**src/rtl/piece_queue_if.sv**
```systemverilog
// Generator/controller-facing bus of the next-piece queue.
// master: generator + game controller side; slave: the queue itself.
interface piece_queue_if #(
    parameter int unsigned CNT_W = 3
);
    logic             in_valid;
    logic [2:0]       in_type;
    logic [3:0]       in_x;
    logic [3:0]       in_y;
    logic             in_ready;
    logic             pop;
    logic             out_valid;
    logic [2:0]       out_type;
    logic [3:0]       out_x;
    logic [3:0]       out_y;
    logic             preview_valid;
    logic [2:0]       preview_type;
    logic [CNT_W-1:0] count;
    logic [7:0]       reject_cnt;

    modport master (
        output in_valid, in_type, in_x, in_y, pop,
        input  in_ready, out_valid, out_type, out_x, out_y,
               preview_valid, preview_type, count, reject_cnt
    );

    modport slave (
        input  in_valid, in_type, in_x, in_y, pop,
        output in_ready, out_valid, out_type, out_x, out_y,
               preview_valid, preview_type, count, reject_cnt
    );
endinterface

```
**src/rtl/piece_queue.sv**
```systemverilog
// Next-piece FIFO between the piece generator and the game controller.
// Optional repeat filter (drop a piece equal to the last written type): PIECE_QUEUE_NO_REPEAT_EN.
module piece_queue #(
    parameter int unsigned MAX_TYPES = 7,
    parameter int unsigned DEPTH     = 4,
    parameter int unsigned CNT_W     = 3
) (
    input  logic         clk,
    input  logic         rst,
    piece_queue_if.slave q
);
    localparam int unsigned PTR_W  = $clog2(DEPTH);
    localparam int unsigned TYPE_W = 3;
    localparam int unsigned POS_W  = 4;
    localparam int unsigned ENT_W  = TYPE_W + 2 * POS_W;

    logic [ENT_W-1:0] mem_q [DEPTH];
    logic [PTR_W-1:0] wr_ptr_q, wr_ptr_d;
    logic [PTR_W-1:0] rd_ptr_q, rd_ptr_d;
    logic [PTR_W-1:0] nxt_ptr;
    logic [CNT_W-1:0] count_q, count_d;
    logic [7:0]       reject_q, reject_d;
    logic             full, empty, take, type_ok, is_repeat;
    logic             wr_en, rej_en, pop_en;
    logic [ENT_W-1:0] head;

    assign full    = (count_q == CNT_W'(DEPTH));
    assign empty   = (count_q == '0);
    assign take    = q.in_valid && !full;
    assign type_ok = (32'(q.in_type) < MAX_TYPES);
    assign wr_en   = take && type_ok && !is_repeat;
    // A discarded offer still completes the handshake, it just isn't stored.
    assign rej_en  = take && !wr_en;
    assign pop_en  = q.pop && !empty;

`ifdef PIECE_QUEUE_NO_REPEAT_EN
    logic [TYPE_W-1:0] last_type_q;
    logic              last_vld_q;

    always_ff @(posedge clk or posedge rst) begin
        if (rst) begin
            last_type_q <= '0;
            last_vld_q  <= 1'b0;
        end else if (wr_en) begin
            last_type_q <= q.in_type;
            last_vld_q  <= 1'b1;
        end
    end

    assign is_repeat = last_vld_q && (q.in_type == last_type_q);
`else
    assign is_repeat = 1'b0;
`endif

    always_comb begin
        wr_ptr_d = wr_ptr_q;
        rd_ptr_d = rd_ptr_q;
        count_d  = count_q;
        reject_d = reject_q;
        if (wr_en) begin
            wr_ptr_d = wr_ptr_q + PTR_W'(1);
        end
        if (pop_en) begin
            rd_ptr_d = rd_ptr_q + PTR_W'(1);
        end
        count_d = count_q + CNT_W'(wr_en) - CNT_W'(pop_en);
        if (rej_en && (reject_q != 8'hFF)) begin
            reject_d = reject_q + 8'd1;
        end
    end

    always_ff @(posedge clk or posedge rst) begin
        if (rst) begin
            wr_ptr_q <= '0;
            rd_ptr_q <= '0;
            count_q  <= '0;
            reject_q <= '0;
        end else begin
            wr_ptr_q <= wr_ptr_d;
            rd_ptr_q <= rd_ptr_d;
            count_q  <= count_d;
            reject_q <= reject_d;
        end
    end

    // Storage is not reset; contents are only observed through count gating.
    always_ff @(posedge clk) begin
        if (wr_en) begin
            mem_q[wr_ptr_q] <= {q.in_type, q.in_x, q.in_y};
        end
    end

    assign nxt_ptr = rd_ptr_q + PTR_W'(1);
    assign head    = mem_q[rd_ptr_q];

    assign q.in_ready      = !full;
    assign q.out_valid     = !empty;
    assign q.out_type      = empty ? '0 : head[ENT_W-1 -: TYPE_W];
    assign q.out_x         = empty ? '0 : head[2*POS_W-1 -: POS_W];
    assign q.out_y         = empty ? '0 : head[POS_W-1:0];
    assign q.preview_valid = (count_q >= CNT_W'(2));
    assign q.preview_type  = q.preview_valid ? mem_q[nxt_ptr][ENT_W-1 -: TYPE_W] : '0;
    assign q.count         = count_q;
    assign q.reject_cnt    = reject_q;
endmodule
```
**src/flat_wrapper.sv**
```systemverilog
// flat-port wrapper written by rule: the top's interface ports become plain ports
module piece_queue_flat 
#(
    parameter int unsigned MAX_TYPES = 7,
    parameter int unsigned DEPTH     = 4,
    parameter int unsigned CNT_W     = 3
)
  (clk, rst, q_in_valid, q_in_type, q_in_x, q_in_y, q_pop, q_in_ready, q_out_valid, q_out_type, q_out_x, q_out_y, q_preview_valid, q_preview_type, q_count, q_reject_cnt);
  piece_queue_if #(.CNT_W(CNT_W)) q_i ();
  input  logic clk;
  input  logic rst;
  input wire logic [$bits(q_i.in_valid)-1:0] q_in_valid;
  input wire logic [$bits(q_i.in_type)-1:0] q_in_type;
  input wire logic [$bits(q_i.in_x)-1:0] q_in_x;
  input wire logic [$bits(q_i.in_y)-1:0] q_in_y;
  input wire logic [$bits(q_i.pop)-1:0] q_pop;
  output wire logic [$bits(q_i.in_ready)-1:0] q_in_ready;
  output wire logic [$bits(q_i.out_valid)-1:0] q_out_valid;
  output wire logic [$bits(q_i.out_type)-1:0] q_out_type;
  output wire logic [$bits(q_i.out_x)-1:0] q_out_x;
  output wire logic [$bits(q_i.out_y)-1:0] q_out_y;
  output wire logic [$bits(q_i.preview_valid)-1:0] q_preview_valid;
  output wire logic [$bits(q_i.preview_type)-1:0] q_preview_type;
  output wire logic [$bits(q_i.count)-1:0] q_count;
  output wire logic [$bits(q_i.reject_cnt)-1:0] q_reject_cnt;
  assign q_i.in_valid = q_in_valid;
  assign q_i.in_type = q_in_type;
  assign q_i.in_x = q_in_x;
  assign q_i.in_y = q_in_y;
  assign q_i.pop = q_pop;
  assign q_in_ready = q_i.in_ready;
  assign q_out_valid = q_i.out_valid;
  assign q_out_type = q_i.out_type;
  assign q_out_x = q_i.out_x;
  assign q_out_y = q_i.out_y;
  assign q_preview_valid = q_i.preview_valid;
  assign q_preview_type = q_i.preview_type;
  assign q_count = q_i.count;
  assign q_reject_cnt = q_i.reject_cnt;
  piece_queue #(.MAX_TYPES(MAX_TYPES), .DEPTH(DEPTH), .CNT_W(CNT_W)) u_core (.clk(clk), .rst(rst), .q(q_i));
endmodule
```
**config.mk**
```make
export PLATFORM = sky130hd
export DESIGN_NAME = piece_queue_flat
export DESIGN_NICKNAME = d
export VERILOG_FILES = /design/src/rtl/piece_queue_if.sv /design/src/rtl/piece_queue.sv /design/src/flat_wrapper.sv
export SDC_FILE = /design/constraint.sdc
export NUM_CORES = 1
export LEC_CHECK = 0
export CAP_MARGIN = 40
export CORE_MARGIN = 2
export CORE_UTILIZATION = 57
export CTS_CLUSTER_DIAMETER = 40
export CTS_CLUSTER_SIZE = 16
export DETAILED_ROUTE_END_ITERATION = 16
export PLACE_DENSITY = 0.95
export SLEW_MARGIN = 20
export SYNTH_ARGS = -nofsm -noshare
export SYNTH_HDL_FRONTEND = slang
export SYNTH_SLANG_ARGS = --single-unit
```
**constraint.sdc**
```tcl
create_clock -name clk -period 3.2 [get_ports clk]
set_clock_uncertainty 0.05 [all_clocks]
set_input_delay 0.64 -clock clk [delete_from_list [all_inputs] [get_ports clk]]
set_output_delay 0.64 -clock clk [all_outputs]
set_load 0.01 [all_outputs]
```
==> results of run 1 <==
==> final timing paths <==
kind	from	end
hold reg to reg	u_core.q.reject_cnt[0]	u_core.q.reject_cnt[0]
hold / removal	u_core.q.reject_cnt[0]	u_core.q.reject_cnt[0]
min in group asynchronous	rst	u_core.q.reject_cnt[0]
setup / recovery	u_core.rd_ptr_q[1]	q_out_y[1]
setup reg to reg	u_core.q.count[0]	u_core.q.count[2]
max in group asynchronous	rst	u_core.wr_ptr_q[1]
==> Yosys cell counts (all sizes together), types with 3 or more instances <==
cell type / instances
nand3: 4
xor2: 6
inv: 9
and2: 19
mux4: 14
dfrtp: 15
nand2: 5
edfxtp: 44
mux2: 4
ha: 8
xnor2: 3
buf: 3
nor2: 3
nor3: 3
==> kinds of logic (layout without fill, tap and decap cells) <==
family / count (synthesis) / in the layout / share of synthesized area
xor gates and xnor gates: 9 / 9 / 0.03012
adders and majority gates: 9 / 9 / 0.04589
buffers and inverters: 13 / 68 / 0.02485
DFF: 59 / 59 / 0.6482
muxes: 18 / 18 / 0.1420
and+or+nand+nor: 42 / 42 / 0.1090
==> power by group through the flow <==
stage          clock [mW]  sequential (mW)  combinational (mW)
4_1_cts             0.529             1.15                1.23
3_5_place_dp            0             1.16                1.21
5_1_grt             0.564             1.17                1.32
2_1_floorplan           0             1.11               0.715
3_3_place_gp            0             1.13                1.16
6_report            0.518             1.15                1.21
==> flip-flops by register name (all words and copies together) (netlist names) <==
name and count:
u_core.rd_ptr_q 2, u_core.wr_ptr_q 2, u_core.q.count 3, u_core.mem_q 44
u_core.q.reject_cnt 8
==> metal layers <==
layer  GRT usage  up-vias  part of all wire
met5           0        -                 0
met4      0.1258        0             0.027
met3     0.04501       10             0.037
met2      0.3745       50              0.54
met1      0.2761      738              0.39
li1            -      657                 -
==> final cells by class <==
type | count | area share
Timing Repair Buffer | 43 | 0.1325
Clock inverter | 5 | 0.006197
Inverter | 9 | 0.01046
Sequential cell | 59 | 0.5252
Multi-Input combinational cell | 78 | 0.2649
Tap cell | 52 | 0.02014
Clock buffer | 11 | 0.04067
==> stage by stage <==
step	util	cell area (um^2)	instances
3_5_place_dp	0.7023	3079	241
5_1_grt	0.7369	3231	257
6_report	0.7369	3231	257
3_3_place_gp	0.7023	3079	241
2_1_floorplan	-	2618	150
4_1_cts	0.7369	3231	257
==> critical path, stage by stage, from the launching register on <==
cell and delay, ps:
dfrtp_1 770, mux4_2 430, and2_1 170, clkdlybuf4s50_1 470
==> results.yml, run 1 <==
routing:
  dr.pass1.iters: 4
  viasPerCell: 5.661
  final_antenna_net_count: 0
  drt_iter0_markers: 103
  num_vias: 1455
  routed_wl_mm: 5.079
  wl_per_cell_um: 19.76
  drc: 0
cts:
  postCtsHoldBufs: 0
  clk_pin_slew_worst_paths_ps: 60
  clk_path_buf_depth: 2
  cts_setup_buffers: 0
  numCtsBuffers: 9
  insertion_delay_ps: 310
  clock-sinks: 59
  root_buffer: "clkbuf_8"
  tritoncts: "built"
  cts_resized: 0
  htree_levels: 3
sta:
  tightest_slew_ps: 669.4
  fin_crit_ps: 2849
  fin_hold_ws_ps: 501.0
  slew_viol_final: 0
  hold_viol_final: 0
  setup_viol: 0
  tns_ps: 0
  period_share: 0.8904
  fmax_mhz: 351.0
  worst_slack_ps: 350.9
  relSlewSlack: 0.5537
  rsz0062_at_grt: "false"
place:
  gp_congestion: 0.7505
  post-place-ws_ps: 544.2
  numPortBuffers: 42
  dp_hpwl_mm: 3.503
cells_and_area:
  fill_cells: 255
  layout-drive-gt1-share: 0.1805
  finalNetCount: 224
  area_growth_pct: 23.42
  num_antenna_cells: 0
  regArea_mm2: 0.001697
  multi_input_comb_area_um2: 855.8
  layout_commonest_cell: "edfxtp_1"
  final_cell_mix: "edfxtp_1, clkdlybuf4s50_1, and2_1, dfrtp_1, mux4_2"
pwr:
  peakVddDrop_mv: 0.4139
  power.share.sequential: 0.398
  p_per_area_mw_per_mm2: 890.5
  finalPower_mw: 2.877
  power_frac_clock: 0.180
  switching_share: 0.3110
  p_sw_mw: 0.8945
  p_leak_nw: 1.186
  p_comb_frac: 0.422
  intPower_mw: 1.982
global_routing:
  grt_pass1_wl_mm: 8.217
  antenna_found_initial: 0
  grt_overflow_total: 0
  grt_max_degree: 17
  grt_usage: 0.2247
  grt_pass1_vias: 1599
synthesis:
  netlist_instances: 150
  ys_types: 28
  yosys.area.top_type_share: 0.5048
  synthArstFlopShare: 0.2542
  synth_fp_nets: 174
  synth_ff_type: "edfxtp_1"
  synth_edf_count: 44
  netlist_area_mm2: 0.002618
  syn_area_per_cell_um2: 17.45
  yosysWarnings: 0
  ys_seq_elements: 59
  synth-seq-area-share: 0.6482
  netlist_top_cells_area: "edfxtp_1, dfrtp_1, mux4_2"
  synth_top_cell_by_area: "edfxtp_1"
floorplan:
  die_area_mm2: 0.005150
  die_w_um: 71.77
  ioPinCount: 43
  rows: 24
  dieHeight_um: 71.77
  core_mm2: 0.004384
  start_util: 0.5970
outcome:
  outcome: "complete, no violations"
critical_path:
  critPathRequiredTime_ps: 2510
  reg2reg_depth: 7
  start_kind: "flip-flop"
  critPathCaptureType: "output pin"
  cp_data_arrival_time_ps: 2160
  worst-path-max-fanout: 15
  r2r_slack_ps: 690
  path_class: "flip-flop to output pin"
min_path:
  min_path_cells: 1
  hp-class: "flip-flop to flip-flop"
flow_run:
  maxCapViolations: 0
Note: power is estimated with default switching activity, not from simulation.
==> run 2: changes to the inputs <==
--- a/config.mk
+++ b/config.mk
@@ -6,12 +6,14 @@
 export NUM_CORES = 1
 export LEC_CHECK = 0
 export CAP_MARGIN = 40
+export CORE_ASPECT_RATIO = 0.5
 export CORE_MARGIN = 2
 export CORE_UTILIZATION = 57
 export CTS_CLUSTER_DIAMETER = 40
 export CTS_CLUSTER_SIZE = 16
 export DETAILED_ROUTE_END_ITERATION = 16
-export PLACE_DENSITY = 0.95
+export PLACE_DENSITY_LB_ADDON = 0.3
+export SKIP_CTS_REPAIR_TIMING = 1
 export SLEW_MARGIN = 20
 export SYNTH_ARGS = -nofsm -noshare
 export SYNTH_HDL_FRONTEND = slang
==> run 2 against run 1 <==
Worst setup slack worse by 160 ps. Fmax down 5.5%. Non-clock buffer count up 2. Largest power group unchanged. Register-to-register slack about the same. Total power up 9.8%. Die area up 0.64%. Sequential share of layout area down 1.7 points. Combinational power about the same. Cell area up 3.4%. Sequential power about the same.
==> results.yml, run 2 (same netlist as run 1, synthesis figures left out) <==
routing:
  highest_layer: "met4"
  drc: 0
  wl_per_cell_um: 18.17
  routed_wl_mm: 4.798
  num_vias: 1475
  dr.pass1.iters: 4
  final_antenna_net_count: 0
  wl_met2_mm: 2.549
  wl_met1_mm: 1.957
  met3RoutedLength_um: 245
  drt_iter0_markers: 50
  viasPerCell: 5.587
cts:
  insertion_delay_ps: 330
  clock-sinks: 59
  clk_pin_slew_worst_paths_ps: 70
  tritoncts: "built"
  htree_levels: 3
  root_buffer: "clkbuf_8"
  numCtsBuffers: 9
  clk_path_buf_depth: 2
cells_and_area:
  post-route-util: 0.7590
  regMostFlops: "u_core.mem_q"
  fill_cells: 286
  final_cell_mix: "edfxtp_1, clkdlybuf4s50_1, and2_1, dfrtp_1, mux4_2"
  layout_commonest_cell: "edfxtp_1"
  finalNetCount: 226
  largest_reg_flops: 44
  area_growth_pct: 27.68
  layout-drive-gt1-share: 0.2126
  num_antenna_cells: 0
global_routing:
  grt_max_degree: 16
  antenna_found_initial: 0
  grt_overflow_total: 0
  grt_pass1_vias: 1535
  grt_usage: 0.2153
  grt_pass1_wl_mm: 7.693
floorplan:
  start_util: 0.5945
  die_w_um: 99.84
  rows: 17
  ioPinCount: 43
  dieHeight_um: 51.92
  core_mm2: 0.004403
  die_area_mm2: 0.005183
critical_path:
  cp_data_arrival_time_ps: 2320
  critPathRequiredTime_ps: 2510
  worst-path-max-fanout: 12
  critPathCaptureType: "output pin"
  r2r_slack_ps: 690
  path_class: "flip-flop to output pin"
  start_kind: "flip-flop"
sta:
  tightest_slew_ps: 645.1
  relSlewSlack: 0.5700
  slew_viol_final: 0
  rsz0062_at_grt: "false"
  hold_viol_final: 0
  worst_slack_ps: 186.1
  fmax_mhz: 331.8
  period_share: 0.9418
  fin_hold_ws_ps: 469.6
  setup_viol: 0
  fin_crit_ps: 3014
  tns_ps: 0
place:
  dp_hpwl_mm: 3.280
  gp_congestion: 0.7432
  numPortBuffers: 42
  post-place-ws_ps: 495.8
outcome:
  outcome: "complete, no violations"
pwr:
  p_per_area_mw_per_mm2: 944.9
  p_leak_nw: 1.233
  peakVddDrop_mv: 0.4324
  finalPower_mw: 3.158
flow_run:
  maxCapViolations: 0
min_path:
  hp-class: "flip-flop to flip-flop"
==> run 2: changes by cell type in the layout (fill, tap and decap cells not counted), sizes merged <==
| cell | change |
|---|---|
| buf | +2 |
| bufinv | +3 |
| clkbuf | -1 |
| clkinv | -4 |
| clkinvlp | +2 |
==> run 2: cell type report <==
| cell class | instances | area [um^2] | area share |
|---|---|---|---|
| inverters | 9 | 33.78 | 0.01011 |
| clock inverters | 6 | 113.9 | 0.03407 |
| clock buffers | 10 | 127.6 | 0.03819 |
| well taps | 57 | 71.32 | 0.02134 |
| repair buffers | 45 | 442.9 | 0.1325 |
| multi-input cells | 78 | 855.8 | 0.2561 |
| flip-flops and latches | 59 | 1697 | 0.5077 |
==> run 2: per-layer routing <==
metal  global-route usage  up-vias
li1                     -      661
met1               0.2530      769
met2               0.3682       39
met3              0.08065        6
met4              0.08676        0
met5                    0        -
==> run 2: critical path, cell delays in order, from the launching register on <==
cell and delay (ps):
dfrtp_1 510, buf_4 310, mux4_2 530, and2_1 170, clkdlybuf4s50_1 470
==> run 2: power by group <==
part | switching, mW | internal, mW
Sequential | 0.138 | 1.01
Clock | 0.288 | 0.518
Combinational | 0.495 | 0.712
==> run 2: worst paths after layout <==
check | from | depth (start not counted) | end
setup reg to reg | u_core.q.count[0] | 7 | u_core.q.count[2]
max in group asynchronous | rst | 2 | u_core.wr_ptr_q[0]
min in group asynchronous | rst | 2 | u_core.q.reject_cnt[2]
hold / removal | u_core.q.reject_cnt[5] | 1 | u_core.q.reject_cnt[5]
setup / recovery | u_core.rd_ptr_q[0] | 4 | q_out_y[3]
hold reg to reg | u_core.q.reject_cnt[5] | 1 | u_core.q.reject_cnt[5]
==> run 2: through the flow <==
step / cell area (um^2) / cells
2_1_floorplan: 2618 / 150
3_3_place_gp: 3100 / 248
6_report: 3342 / 264
5_1_grt: 3342 / 264
3_5_place_dp: 3100 / 248
4_1_cts: 3342 / 264
==> run 3: changes to the inputs <==
--- a/config.mk
+++ b/config.mk
@@ -8,11 +8,10 @@
 export CAP_MARGIN = 40
 export CORE_ASPECT_RATIO = 0.5
 export CORE_MARGIN = 2
-export CORE_UTILIZATION = 57
+export CORE_UTILIZATION = 35
 export CTS_CLUSTER_DIAMETER = 40
 export CTS_CLUSTER_SIZE = 16
 export DETAILED_ROUTE_END_ITERATION = 16
-export PLACE_DENSITY_LB_ADDON = 0.3
 export SKIP_CTS_REPAIR_TIMING = 1
 export SLEW_MARGIN = 20
 export SYNTH_ARGS = -nofsm -noshare
==> run 3 against run 2 <==
Worst setup slack gained 190 ps. Cell area grew 3.3%. Fmax grew 6.8%. First-iteration DRC count grew 34%. Die area grew 59%. Global-route usage shrank 9.1 points. Non-clock buffer count shrank 2. Critical path depth shrank 1. Sequential share of layout area shrank 1.6 points. Sequential power is essentially flat. Critical path type unchanged. Highest routed layer unchanged.
==> results.yml, run 3 (same netlist as run 1, synthesis figures left out) <==
outcome:
  outcome: "complete, no violations"
place:
  dpl_cell_area_mm2: 0.003134
  dp_hpwl_mm: 3.126
  numPortBuffers: 42
  gp_congestion: 0.7000
critical_path:
  start_kind: "flip-flop"
  cp_data_arrival_time_ps: 2130
  path_class: "flip-flop to output pin"
  r2r_start: "u_core.q.count[0]"
  path_cells: "mux4_2 -> and2_1 -> clkdlybuf4s50_1"
  critPathRequiredTime_ps: 2510
  cpPeakStageDelay_ps: 760
  critical_path_buf_inv_count: 1
  reg2reg_depth: 7
  cpLargestDelayFamily: "flip-flops"
  crit_path_start: "u_core.rd_ptr_q[1]"
  critPathCaptureType: "output pin"
  worst-path-max-fanout: 15
  path_depth: 3
  crit_slowest_cell: "dfrtp_1"
cts:
  clock-sinks: 59
  clk_pin_slew_worst_paths_ps: 50
  root_buffer: "clkbuf_16"
  numCtsBuffers: 9
  tritoncts: "built"
  htree_levels: 3
  clk_path_buf_depth: 2
  insertion_delay_ps: 320
cells_and_area:
  layout-drive-gt1-share: 0.2049
  num_antenna_cells: 0
  post-route-util: 0.4732
  fill_cells: 616
  area_growth_pct: 31.88
  largest_reg_flops: 44
  final_cell_mix: "edfxtp_1, clkdlybuf4s50_1, and2_1, dfrtp_1, mux4_2"
  design_area_mm2: 0.003452
  regMostFlops: "u_core.mem_q"
  layout_commonest_cell: "edfxtp_1"
  finalNetCount: 224
routing:
  drc: 0
  routed_wl_mm: 4.481
  viasPerCell: 4.588
  num_vias: 1381
  drt_iter0_markers: 67
  dr.pass1.iters: 5
  final_antenna_net_count: 0
  wl_per_cell_um: 14.89
global_routing:
  grt_max_degree: 17
  grt_overflow_total: 0
  grt_pass1_vias: 1490
  grt_usage: 0.1245
  grt_pass1_wl_mm: 7.521
  antenna_found_initial: 0
floorplan:
  rows: 22
  die_w_um: 126.3
  die_area_mm2: 0.008228
  dieHeight_um: 65.15
  ioPinCount: 43
  core_mm2: 0.007295
  start_util: 0.3588
pwr:
  p_per_area_mw_per_mm2: 956.3
  peakVddDrop_mv: 0.3653
  finalPower_mw: 3.301
  p_leak_nw: 1.258
sta:
  fin_crit_ps: 2821
  tns_ps: 0
  fmax_mhz: 354.5
  period_share: 0.8815
  relSlewSlack: 0.5633
  hold_viol_final: 0
  slew_viol_final: 0
  tightest_slew_ps: 655.1
  rsz0062_at_grt: "false"
  fin_hold_ws_ps: 476.1
  setup_viol: 0
min_path:
  hp-class: "flip-flop to flip-flop"
  min_path_cells: 1
  hp-start: "u_core.q.reject_cnt[0]"
flow_run:
  maxCapViolations: 0
==> run 3: cell types whose count changed in the layout (fill, tap and decap cells not counted) <==
cell	change
bufinv_16	-1
clkinv_2	+1
clkinv_1	+1
buf_4	-2
clkbuf_1	-1
clkbuf_8	-9
clkbuf_16	+9
==> run 3: worst register-to-register path, stage by stage (launching register included) <==
cell and delay (ps):
dfrtp_1 400, or3_1 600, and2_1 300, ha_1 280, inv_1 40, ha_1 180
fa_1 370, xnor2_1 130
==> run 3: area by class of cell <==
cell class                      count  area, um^2  share of cell area
Sequential cell                    59        1697              0.4915
Multi-Input combinational cell     78       855.8              0.2479
Timing Repair Buffer               43       427.9              0.1240
Clock buffer                        9       225.2             0.06524
Tap cell                           96       120.1             0.03480
Clock inverter                      7       92.59             0.02682
Inverter                            9       33.78            0.009786
==> run 3: path summary, 6_finish.rpt <==
check,slack (ps),endpoint
worst max-delay path,380,q_out_x[3]
worst min-delay path,480,u_core.q.reject_cnt[0]
worst max register to register,740,u_core.q.count[2]
worst min register to register,480,u_core.q.reject_cnt[0]
max in group asynchronous,2090,u_core.wr_ptr_q[0]
min in group asynchronous,630,u_core.q.count[1]
==> run 3: through the flow <==
stage | std cells | worst slack, ps
after floorplan | 150 | 1048
after global placement | 285 | 534.6
after detailed placement | 285 | 477.2
after CTS | 301 | 338.8
after global routing | 301 | 272.8
final | 301 | 379.1
==> run 3: routing by layer <==
metal | track usage | up-vias | part of all wire
met5 | 0 | - | 0
met4 | 0.03709 | 0 | 0.0054
met3 | 0.05537 | 2 | 0.048
met2 | 0.1909 | 29 | 0.47
met1 | 0.1614 | 690 | 0.47
li1 | - | 660 | -
==> run 3: power by group <==
part           switching (mW)  internal, mW  total (mW)
registers               0.121          1.01        1.13
clock network           0.320         0.677       0.997
logic                   0.480         0.694        1.17
